--- config.mk ---
export PLATFORM = sky130hd
export DESIGN_NAME = register_scoreboard
export DESIGN_NICKNAME = d
export VERILOG_FILES = /design/src/rtl/register_scoreboard.sv
export SDC_FILE = /design/constraint.sdc
export NUM_CORES = 1
export LEC_CHECK = 0
export CAP_MARGIN = 20
export CORE_MARGIN = 2
export CORE_UTILIZATION = 45
export CTS_CLUSTER_DIAMETER = 40
export CTS_CLUSTER_SIZE = 24
export DETAILED_ROUTE_END_ITERATION = 12
export GPL_TIMING_DRIVEN = 0
export PLACE_DENSITY = 0.69
export SLEW_MARGIN = 40
export SYNTH_ARGS = -nofsm -noshare
export SYNTH_HDL_FRONTEND = slang
export SYNTH_SLANG_ARGS = --single-unit
--- constraint.sdc ---
create_clock -name clk -period 3.8 [get_ports clk]
set_input_delay 1.14 -clock clk [delete_from_list [all_inputs] [get_ports clk]]
set_output_delay 1.14 -clock clk [all_outputs]
set_load 0.1 [all_outputs]
--- src/rtl/register_scoreboard.sv ---
// Per-register saturating pending-write counters for the in-order issue stage.
// Stall output is combinational from decode inputs and registered counts; counts update one edge after issue/writeback.
module register_scoreboard #(
    parameter int REGCOUNT     = 16,
    parameter int REGADDRWIDTH = 4,
    parameter int MAXPENDING   = 3
) (
    input  logic                    clk,
    input  logic                    async_rst,
    input  logic                    clk_en,
    input  logic                    InstructionValid,
    input  logic                    SrcAValid,
    input  logic [REGADDRWIDTH-1:0] SrcAAddr,
    input  logic                    SrcBValid,
    input  logic [REGADDRWIDTH-1:0] SrcBAddr,
    input  logic                    DestValid,
    input  logic [REGADDRWIDTH-1:0] DestAddr,
    input  logic                    IssueEn,
    input  logic                    WbAValid,
    input  logic [REGADDRWIDTH-1:0] WbAAddr,
    input  logic                    WbBValid,
    input  logic [REGADDRWIDTH-1:0] WbBAddr,
    output logic                    RegisterStallOut,
    output logic [REGCOUNT-1:0]     PendingMask,
    output logic                    Idle,
    output logic                    ScoreboardError
);
    localparam int CW = $clog2(MAXPENDING + 1);
    localparam logic [CW-1:0] MAX_CNT = CW'(MAXPENDING);
    localparam logic [CW:0]   MAX_EXT = (CW + 1)'(MAXPENDING);

    logic [CW-1:0] count_q [REGCOUNT];
    logic [CW-1:0] count_d [REGCOUNT];
    logic          err_q;
    logic          err_d;

    logic raw_a;
    logic raw_b;
    logic waw_full;

    // Register 0 is never written, so its count stays zero and hazard lookups on it never fire.
    assign raw_a    = SrcAValid && (count_q[SrcAAddr] != '0);
    assign raw_b    = SrcBValid && (count_q[SrcBAddr] != '0);
    assign waw_full = DestValid && (count_q[DestAddr] == MAX_CNT);
    assign RegisterStallOut = InstructionValid && (raw_a || raw_b || waw_full);

    always_comb begin
        PendingMask = '0;
        for (int i = 0; i < REGCOUNT; i++) begin
            PendingMask[i] = (count_q[i] != '0);
        end
    end

    assign Idle            = ~|PendingMask;
    assign ScoreboardError = err_q;

    always_comb begin
        count_d    = count_q;
        count_d[0] = '0;
        err_d      = err_q;
        for (int i = 1; i < REGCOUNT; i++) begin
            logic          inc_v;
            logic          wa_hit;
            logic          wb_hit;
            logic [CW:0]   sum_v;
            logic [CW:0]   dec_v;
            logic [CW:0]   diff_v;
            inc_v  = IssueEn && DestValid && (DestAddr == REGADDRWIDTH'(i));
            wa_hit = WbAValid && (WbAAddr == REGADDRWIDTH'(i));
            wb_hit = WbBValid && (WbBAddr == REGADDRWIDTH'(i));
            sum_v  = {1'b0, count_q[i]} + (CW + 1)'(inc_v);
            dec_v  = (CW + 1)'(wa_hit) + (CW + 1)'(wb_hit);
            diff_v = sum_v - dec_v;
            if (clk_en) begin
                if (sum_v < dec_v) begin
                    count_d[i] = '0;
                    err_d      = 1'b1;
                end else if (diff_v > MAX_EXT) begin
                    count_d[i] = MAX_CNT;
                    err_d      = 1'b1;
                end else begin
                    count_d[i] = diff_v[CW-1:0];
                end
            end
        end
    end

    always_ff @(posedge clk or posedge async_rst) begin
        if (async_rst) begin
            for (int i = 0; i < REGCOUNT; i++) begin
                count_q[i] <= '0;
            end
            err_q <= 1'b0;
        end else begin
            count_q <= count_d;
            err_q   <= err_d;
        end
    end
endmodule

==> flow_summary.yaml <==
run_status:
  run_status: "finished, final reports clean"
finish:
  num_antenna_cells: 0
  drive_gt1_frac: 0.280
  fin_area_um2: 5370
  fillers: 775
  nets: 687
  area_delta_synth_final_pct: 28.4
pwr:
  switchingPower_w: 0.00209
  p_sw_frac: 0.599
  power.total_w: 0.00349
  clkPwrFrac: 0.088
  power_density_nw_per_um2: 649
  irDropWorstVdd_mv: 0.647
  pwr-share-comb: 0.703
  p_int_w: 0.00140
  p_seq_frac: 0.209
  p_leak_nw: 2.45
sta:
  finalCriticalPeriod_ns: 3.75
  setup_violations: 0
  rsz0062_at_grt: "yes"
  slew_violations: 0
  max_freq_ghz: 0.267
  slew_headroom: 0.483
  min_period_over_period: 0.987
  tns_ns: 0
  tightest_slew_ns: 0.776
  finClkSkew_ns: 0.0109
  setup_ws_ns: 0.0480
  final_hold_viol_count: 0
clock_network:
  clock-root-buffer: "clkbuf_8"
  clk_path_buf_depth: 2
  cts_buffers: 5
  clock-sinks: 31
  clk_latency_ns: 0.30
  path_clk_slew_ns: 0.07
  cts.htree.levels: 2
  cts_tree: "built"
die:
  start_util: 0.459
  coreArea_um2: 9110
  die_w_um: 100
  std_cell_rows: 35
  die-area_um2: 10100
  die_h_um: 100
  io_pins: 49
global_route:
  grt_pass1_wl_um: 20800
  grt_pass1_vias: 4138
  grt_usage: 0.267
  gr-total-overflow: 0
  grt_max_degree: 32
  antenna_found_initial: 0
drt:
  vias: 4011
  routed_wl_um: 12800
  vias_per_cell: 5.91
  drc: 0
  ant_nets: 0
  wl_per_cell_um: 18.8
  drtPass1Iterations: 5
  drt_iter0_drc: 191
synth:
  ys_types: 46
  synthCells: 493
  syn_area_per_cell_um2: 8.49
  synth.cell_area_um2: 4180
  synth-seq-cells: 31
  ys.flop_type: "dfrtp_1"
  synth_edf_count: 0
  synth_nets: 613
  yosysSeqAreaShare: 0.185
  async_flop_share: 1.00
  synth_warnings: 0
critical_path:
  ff2ff_path_depth: 9
  cp.required_ns: 3.99
  cp-start-kind: "input port"
  r2r-end: "ScoreboardError$_DFF_PP0_"
  cp.arrival_ns: 3.94
  regToRegSetupSlack_ns: 1.12
  crit_path_max_fanout: 10
  crit_path_end_kind: "flop"
  worstSetupPathType: "in -> reg"
  r2r_start: "count_q[2]$_DFFE_PP0P_"
place:
  placed_area_um2: 4670
  dp_slack_ns: -0.965
  port_buffers: 43
  gp_congestion: 0.946
  dp_hpwl_um: 9820
job:
  cap_violations: 0
worst_hold_path:
  hold_class: "reg -> reg"
  whs_path_depth: 1
  hold_start: "ScoreboardError$_DFF_PP0_"
  min_to: "ScoreboardError$_DFF_PP0_"
==> final cells by class <==
type / instances / area (um2) / area share
buffer: 14 / 110 / 0.0205
tap: 111 / 139 / 0.0258
timing repair buffer: 67 / 531 / 0.0987
clock buffer: 8 / 100 / 0.0186
multi-input combinational: 377 / 3450 / 0.642
inverter: 71 / 267 / 0.0496
sequential: 31 / 776 / 0.144
==> sequential cells by signal, summed over array words and instances (netlist names) <==
| signal | flops |
|---|---|
| ScoreboardError | 1 |
| count_q | 30 |
==> power by group through the flow <==
| stage | logic [W] | registers (W) | clock network (W) |
|---|---|---|---|
| after detailed placement | 0.00230 | 0.000718 | 0 |
| after floorplan | 0.00188 | 0.000626 | 0 |
| after global placement | 0.00234 | 0.000710 | 0 |
| after CTS | 0.00238 | 0.000713 | 0.000306 |
| after global routing | 0.00267 | 0.000755 | 0.000322 |
| final | 0.00245 | 0.000729 | 0.000308 |
==> worst max-delay path, cell delays in order <==
cell	delay, ns
dlygate4sd2_1	0.29
clkbuf_8	0.20
nand2_2	0.14
nor2_1	0.08
ha_1	0.21
ha_1	0.30
inv_1	0.06
fa_1	0.46
xnor2_2	0.22
nand4_1	0.20
nor4_2	0.30
nand4_1	0.14
a21o_1	0.21
==> per-layer routing <==
| layer | vias to the layer above | share of wire | global-route usage |
|---|---|---|---|
| met2 | 166 | 0.48 | 0.447 |
| met3 | 41 | 0.054 | 0.0334 |
| met1 | 1952 | 0.43 | 0.351 |
| met5 | - | 0 | 0 |
| met4 | 0 | 0.036 | 0.106 |
| li1 | 1852 | - | - |
==> per-stage QoR <==
| step | util | cells | hold slack [ns] |
|---|---|---|---|
| 4_1_cts | 0.571 | 672 | 0.463 |
| 3_5_place_dp | 0.513 | 647 | 0.444 |
| 5_1_grt | 0.590 | 679 | 0.484 |
| 6_report | 0.590 | 679 | 0.454 |
| 2_1_floorplan | - | 493 | 0.525 |
| 3_3_place_gp | 0.523 | 647 | 0.445 |
==> timing repair <==
item                                    in CTS  in global routing
hold buffers                                 0                  0
setup buffers                               16                  7
pin swaps                                   23                 12
resized for setup                           92                 41
endpoints found under the setup margin      19                  5
cloned                                       1                  0
==> cells by family after synthesis <==
logic type,count (synthesis),synth area share
flip-flops,31,0.185
adder cells (fa/ha/maj),90,0.323
multiplexers,17,0.0455
other,1,0.000896
AND/OR/NAND/NOR,163,0.202
AO/OA/AOI/OAI,91,0.135
buffers and inverters,85,0.0772
XOR/XNOR,15,0.0314
==> synthesized netlist by cell type, drive strengths merged, types with 2 or more instances <==
master	instances	area share
inv	71	0.064
or4	4	0.0072
or3b	2	0.0042
nor3b	4	0.0072
nand2	27	0.024
clkbuf	11	0.0099
o31a	13	0.027
nor3	20	0.024
o21ai	23	0.028
buf	3	0.0036
mux2	16	0.043
a211oi	2	0.0036
ha	60	0.18
o211ai	4	0.0072
xor2	2	0.0042
nor2	46	0.042
nand2b	9	0.013
nand3	9	0.011
o221ai	3	0.0063
or2	12	0.018
a21oi	35	0.042
nand4	10	0.015
fa	30	0.14
xnor2	13	0.027
nand4b	4	0.0084
o22ai	2	0.0030
nand3b	7	0.013
dfrtp	31	0.19
nor4	6	0.0090
o311ai	3	0.0063
==> layout by cell type (no fill, tap or decap), types with 6 or more instances in the layout <==
| cell | count |
|---|---|
| inv_1 | 70 |
| ha_1 | 52 |
| a21oi_1 | 35 |
| nor2_1 | 34 |
| dfrtp_1 | 31 |
| nand2_1 | 23 |
| fa_1 | 23 |
| buf_4 | 23 |
| o21ai_0 | 21 |
| mux2_2 | 16 |
| buf_2 | 16 |
| nor3_1 | 14 |
| o31a_1 | 13 |
| xnor2_2 | 12 |
| clkbuf_8 | 11 |
| nand4_1 | 10 |
| nor2_2 | 10 |
| dlygate4sd2_1 | 10 |
| ha_2 | 8 |
| nand3b_1 | 7 |
| nand2b_1 | 7 |
| nand3_1 | 7 |
| or2_2 | 7 |
| fa_2 | 7 |
| clkbuf_2 | 6 |
==> worst max path at each step <==
stage,start,endpoint,slack [ns],cells after the start
after floorplan,count_q[3]$_DFFE_PP0P_,Idle,0.03,4
after global placement,DestAddr[1],RegisterStallOut,-1.21,7
after detailed placement,DestAddr[2],ScoreboardError$_DFF_PP0_,-0.96,13
after CTS,WbAAddr[2],ScoreboardError$_DFF_PP0_,0.007,11
after global routing,DestAddr[2],ScoreboardError$_DFF_PP0_,-0.05,13
final,DestAddr[2],ScoreboardError$_DFF_PP0_,0.05,13
No activity file was read; power rests on OpenSTA's default activity.
